[src/rtl/uart_rx_pkt_ctrl.sv]
// rtl/uart_rx_pkt_ctrl.sv - packet framer/validator behind the UART receiver
//
// Hunts the receiver byte stream for SYNC|LEN|PAYLOAD|CHK frames, checks LEN,
// the XOR checksum and the inter-byte timeout, buffers the payload and then
// streams it out one byte per handshake.
//
// Ports:
//   clk           system clock
//   reset         synchronous, active-high reset
//   s_ticks       oversample tick shared with the receiver (drives the timeout)
//   rx_done_ticks 1-cycle strobe, rx_dout holds a new byte
//   rx_dout       received byte
//   m_data        payload byte out
//   m_valid       m_data valid
//   m_last        final payload byte of the packet
//   m_ready       downstream accept
//   pkt_len       LEN of the packet being streamed, held until the next one
//   busy          controller is inside a frame or streaming
//   pkt_done      pulse on handshake of the m_last byte
//   err_len       pulse, LEN was 0 or above MAX_LEN
//   err_chk       pulse, checksum mismatch
//   err_timeout   pulse, inter-byte silence reached TIMEOUT_TICKS
//   overrun       pulse, byte arrived while streaming and was dropped

module uart_rx_pkt_ctrl #(
  parameter int               DBITS         = 8,
  parameter logic [DBITS-1:0] SYNC_BYTE     = 8'hA5,
  parameter int               MAX_LEN       = 16,
  parameter int               TIMEOUT_TICKS = 320,
  localparam int              LW            = $clog2(MAX_LEN + 1)
) (
  input  logic             clk,
  input  logic             reset,
  input  logic             s_ticks,
  input  logic             rx_done_ticks,
  input  logic [DBITS-1:0] rx_dout,
  output logic [DBITS-1:0] m_data,
  output logic             m_valid,
  output logic             m_last,
  input  logic             m_ready,
  output logic [LW-1:0]    pkt_len,
  output logic             busy,
  output logic             pkt_done,
  output logic             err_len,
  output logic             err_chk,
  output logic             err_timeout,
  output logic             overrun
);

  localparam int IW = (MAX_LEN > 1) ? $clog2(MAX_LEN) : 1;
  localparam int TW = $clog2(TIMEOUT_TICKS + 1);

  typedef enum logic [2:0] {
    S_IDLE,
    S_LEN,
    S_PAYLOAD,
    S_CHK,
    S_SEND
  } state_t;

  state_t           state;
  logic [LW-1:0]    len;
  logic [DBITS-1:0] chk;
  logic [IW-1:0]    wr_idx;
  logic [IW-1:0]    rd_idx;
  logic [IW-1:0]    rd_nxt;
  logic [TW-1:0]    tmo_cnt;
  logic [DBITS-1:0] buf_mem [MAX_LEN];

  logic in_frame;
  logic tmo_hit;
  logic len_ok;

  assign in_frame = (state == S_LEN) || (state == S_PAYLOAD) || (state == S_CHK);
  // A byte on the terminal tick wins: the timeout only fires on a byte-free cycle.
  assign tmo_hit  = in_frame && s_ticks && !rx_done_ticks &&
                    (tmo_cnt == TW'(TIMEOUT_TICKS - 1));
  assign len_ok   = (rx_dout != '0) && (32'(rx_dout) <= 32'(MAX_LEN));
  assign rd_nxt   = rd_idx + IW'(1);

  // Payload buffer has no reset; its contents are only read after a full frame.
  always_ff @(posedge clk) begin
    if (state == S_PAYLOAD && rx_done_ticks) begin
      buf_mem[wr_idx] <= rx_dout;
    end
  end

  always_ff @(posedge clk) begin
    if (reset) begin
      state       <= S_IDLE;
      len         <= '0;
      chk         <= '0;
      wr_idx      <= '0;
      rd_idx      <= '0;
      tmo_cnt     <= '0;
      m_data      <= '0;
      m_valid     <= 1'b0;
      m_last      <= 1'b0;
      pkt_len     <= '0;
      busy        <= 1'b0;
      pkt_done    <= 1'b0;
      err_len     <= 1'b0;
      err_chk     <= 1'b0;
      err_timeout <= 1'b0;
      overrun     <= 1'b0;
    end else begin
      pkt_done    <= 1'b0;
      err_len     <= 1'b0;
      err_chk     <= 1'b0;
      err_timeout <= 1'b0;
      overrun     <= 1'b0;

      // Outside a frame the counter sits at zero, so entering LEN starts fresh.
      if (in_frame) begin
        if (rx_done_ticks) begin
          tmo_cnt <= '0;
        end else if (s_ticks) begin
          tmo_cnt <= tmo_cnt + TW'(1);
        end
      end else begin
        tmo_cnt <= '0;
      end

      if (tmo_hit) begin
        err_timeout <= 1'b1;
        busy        <= 1'b0;
        state       <= S_IDLE;
      end else begin
        case (state)
          S_IDLE: begin
            if (rx_done_ticks && rx_dout == SYNC_BYTE) begin
              busy  <= 1'b1;
              state <= S_LEN;
            end
          end

          S_LEN: begin
            if (rx_done_ticks) begin
              chk <= rx_dout;
              if (len_ok) begin
                len    <= LW'(rx_dout);
                wr_idx <= '0;
                state  <= S_PAYLOAD;
              end else begin
                err_len <= 1'b1;
                busy    <= 1'b0;
                state   <= S_IDLE;
              end
            end
          end

          S_PAYLOAD: begin
            if (rx_done_ticks) begin
              chk <= chk ^ rx_dout;
              if (LW'(wr_idx) == len - LW'(1)) begin
                state <= S_CHK;
              end else begin
                wr_idx <= wr_idx + IW'(1);
              end
            end
          end

          S_CHK: begin
            if (rx_done_ticks) begin
              if (rx_dout == chk) begin
                rd_idx  <= '0;
                pkt_len <= len;
                m_valid <= 1'b1;
                m_data  <= buf_mem[IW'(0)];
                m_last  <= (len == LW'(1));
                state   <= S_SEND;
              end else begin
                err_chk <= 1'b1;
                busy    <= 1'b0;
                state   <= S_IDLE;
              end
            end
          end

          S_SEND: begin
            if (m_ready) begin
              if (m_last) begin
                m_valid  <= 1'b0;
                m_last   <= 1'b0;
                pkt_done <= 1'b1;
                busy     <= 1'b0;
                state    <= S_IDLE;
              end else begin
                rd_idx <= rd_nxt;
                m_data <= buf_mem[rd_nxt];
                m_last <= (LW'(rd_nxt) == len - LW'(1));
              end
            end
            // A byte landing on the final handshake is dropped quietly so the
            // done pulse never coincides with overrun.
            if (rx_done_ticks && !(m_ready && m_last)) begin
              overrun <= 1'b1;
            end
          end

          default: begin
            busy  <= 1'b0;
            state <= S_IDLE;
          end
        endcase
      end
    end
  end

endmodule
[config.mk]
export PLATFORM = sky130hd
export DESIGN_NAME = uart_rx_pkt_ctrl
export DESIGN_NICKNAME = d
export VERILOG_FILES = /design/src/rtl/uart_rx_pkt_ctrl.sv
export SDC_FILE = /design/constraint.sdc
export NUM_CORES = 1
export LEC_CHECK = 0
export BUFFER_PORTS_ARGS = -buffer_cell sky130_fd_sc_hd__clkbuf_2
export CAP_MARGIN = 5
export CELL_PAD_IN_SITES_DETAIL_PLACEMENT = 2
export CELL_PAD_IN_SITES_GLOBAL_PLACEMENT = 2
export CORE_MARGIN = 2
export CORE_UTILIZATION = 34
export CTS_CLUSTER_SIZE = 12
export DETAILED_ROUTE_END_ITERATION = 7
export PLACE_DENSITY_LB_ADDON = 0.12
export SLEW_MARGIN = 15
export SYNTH_ARGS = -nofsm -noshare
export SYNTH_HDL_FRONTEND = slang
export SYNTH_SLANG_ARGS = --single-unit
export TNS_END_PERCENT = 100
[constraint.sdc]
create_clock -name clk -period 5.8 [get_ports clk]
set_input_delay 0.29 -clock clk [delete_from_list [all_inputs] [get_ports clk]]
set_output_delay 0.29 -clock clk [all_outputs]
set_load 0.03 [all_outputs]
==> metrics.cfg <==
[run_status]
outcome = complete, no violations

[clocking]
clkSinkCount = 182
cts.clk_slew.worst_paths_ps = 70
cts-resized-gates = 0
insertion_delay_ps = 430
cts_setup_buffers = 0
cts_root_buffer = clkbuf_16
cts.path.max_buffers = 2
hold_buffers = 0
cts_tree = yes
htree_levels = 4
cts_made_buffers = 17

[flow_run]
maxCapViolations = 0

[setup_path]
reg2reg_slack_ps = 2970
cp-end-kind = flop
worstPathMaxFanout = 20
cp-startpoint = state[1]
r2r_start = state[1]
reg2reg_to = buf_mem[1][5]
arrival_ps = 2880
required_ps = 5850
startpoint_type = flop
crit_type = flop to flop
reg2reg_depth = 3
crit_end = buf_mem[1][5]

[route]
wl_met1_mm = 10.0
dr.pass1.iters = 4
post_drt_wl_per_cell_um = 23.9
drt_iter0_markers = 261
wl_met3_um = 637
top_layer_used = met4
drt-total-wl_mm = 21.3
avgViaCountPerCell = 5.37
ant_nets = 0
num_vias = 4783
routed-wl-met2_mm = 10.4
drc_errors = 0

[yosys]
synth_top_area_cell = edfxtp_1
yosysWarnings = 0
yosys-top-cells-area = edfxtp_1 49%, dfxtp_1 14%, mux4_2 9.2%
syn-num-nets = 591
ys_seq_area_share_pct = 62.9
syn_avg_cell_area_sq_um = 13.7
synth_commonest_cells = 128 x edfxtp_1, 54 x dfxtp_1, 44 x nor2_1
synth_async_sr_flop_share_pct = 0
yosys.cell_count.top_type = edfxtp_1
ys.flop_type = edfxtp_1
synth_seq_cells = 182
netlist_area_sq_mm = 0.00783
ys_types = 54
syn_inst = 570
synth_enable_flop_cells = 128
synth_top_area_share_pct = 49.1

[pwr]
internal_power_mw = 1.96
ir_drop_uv = 169
power_density_mw_per_mm2 = 286
clkPwrFrac_pct = 43.3
p_sw_share_pct = 22.4
power.switching_mw = 0.565
finalPower_mw = 2.52
p_seq_share_pct = 55.1
leakage_nw = 2.83
combPwrFrac_pct = 1.7

[timing]
setup_violations = 0
finalCriticalPeriod_ps = 2830
fmax_mhz = 353
period_share_pct = 48.8
slew_violations = 0
hold_violations = 0
max-slew-margin-rel_pct = 21.7
rsz0062_at_grt = no
tns_ps = 0
clock-skew-final_ps = 11.4
tightestPinTransition_ps = 1170

[floorplan]
dieArea_sq_mm = 0.0243
die_y_um = 156
pin_count = 34
start_util_pct = 34.6
core_area_sq_mm = 0.0226
die_w_um = 156
row_count = 55

[layout]
n_antenna_cell = 0
final.fill_count = 2276
nets = 614
drive_gt1_share_pct = 19.3
area_growth_pct = 12.4

[global_routing]
antenna_found_initial = 0
grt_pass1_vias = 5323
grt_max_degree = 45
grt.overflow.total = 0
grtUsageTotal_pct = 18.4
grt_pass1_wl_mm = 32.8

[placement]
dpl.hpwl_mm = 13.8
numPortBuffers = 33
gp_congestion = 0.737

[worst_hold_path]
min_path_type = primary input to flop

[power groups by stage]
stage / combinational [mW] / sequential [mW] / clock, mW
6_report: 0.0428 / 1.39 / 1.09
5_1_grt: 0.0472 / 1.39 / 1.17
4_1_cts: 0.0443 / 1.39 / 1.13
3_5_place_dp: 0.0443 / 1.42 / 0
3_3_place_gp: 0.0419 / 1.42 / 0
2_1_floorplan: 0.0126 / 1.42 / 0
[cells by family after synthesis]
group / Yosys count / synth area share [%]
mux: 57 / 12.4
compound gates: 83 / 6.45
simple gates: 162 / 10.5
buf+inv: 46 / 2.54
xor+xnor: 32 / 3.96
fa+ha+maj: 8 / 1.28
flops: 182 / 62.9
[layout make-up]
type	count	area, sq um	share of cell area, %
clock inverters	15	123	1.39
repair buffers	36	188	2.13
inverters	14	52.6	0.597
multi-input cells	342	2730	31.0
well taps	285	357	4.05
flip-flops and latches	182	4930	56.0
clock buffers	17	425	4.83
[cell usage in the layout (no fill, tap or decap), types with 7 or more instances in the layout]
cell type  synthesis  final
nand2_1           37     37
o21ai_0           22     22
dfxtp_1           54     53
xnor2_1           21     21
ha_1               8      7
edfxtp_1         128    128
a221oi_1           8      8
mux2i_1           24     24
nand3_1           11     11
xor2_1             8      8
inv_1             14     14
mux4_2            32     32
a21oi_1           37     37
nor3_1            24     24
clkbuf_2           0     33
nor2_1            44     39
clkbuf_16          0     17
[registers in the layout, summed over array words and instances (netlist names)]
register / flops
wr_idx: 4
m_last: 1
busy: 1
pkt_len: 5
rd_idx: 4
len: 5
overrun: 1
state: 3
chk: 8
err_chk: 1
m_data: 8
m_valid: 1
pkt_done: 1
err_len: 1
buf_mem: 128
err_timeout: 1
tmo_cnt: 9
[how the worst min path moves through the flow]
stage,startpoint,endpoint,slack [ps],cells after the start
3_5_place_dp,pkt_len[1],pkt_len[1],450,2
6_report,m_ready,pkt_done,190,3
5_1_grt,m_ready,pkt_done,190,3
2_1_floorplan,rx_dout[0],buf_mem[0][0],390,0
4_1_cts,m_ready,pkt_done,180,3
3_3_place_gp,pkt_len[1],pkt_len[1],450,2
[critical path, stage by stage (launching register included)]
cell     delay (ps)
dfxtp_1         540
or3b_2          690
or3_1           440
nor2_1          770
[per-stage QoR]
step / setup WS, ps / instances / utilization, % / hold WS (ps) / area (sq um)
after floorplan: 3510 / 570 / - / 389 / 7830
after global placement: 3000 / 859 / 36.4 / 445 / 8240
after detailed placement: 2950 / 859 / 36.4 / 454 / 8240
after CTS: 2920 / 891 / 38.8 / 176 / 8790
after global routing: 2760 / 891 / 38.9 / 194 / 8800
final: 2970 / 891 / 38.9 / 190 / 8800
[layer usage]
layer	global-route usage, %	up-vias
met3	3.28	14
met4	4.24	0
met2	30.6	58
li1	-	2209
met1	25.2	2502
met5	0	-
(Power assumes the default switching activity.)
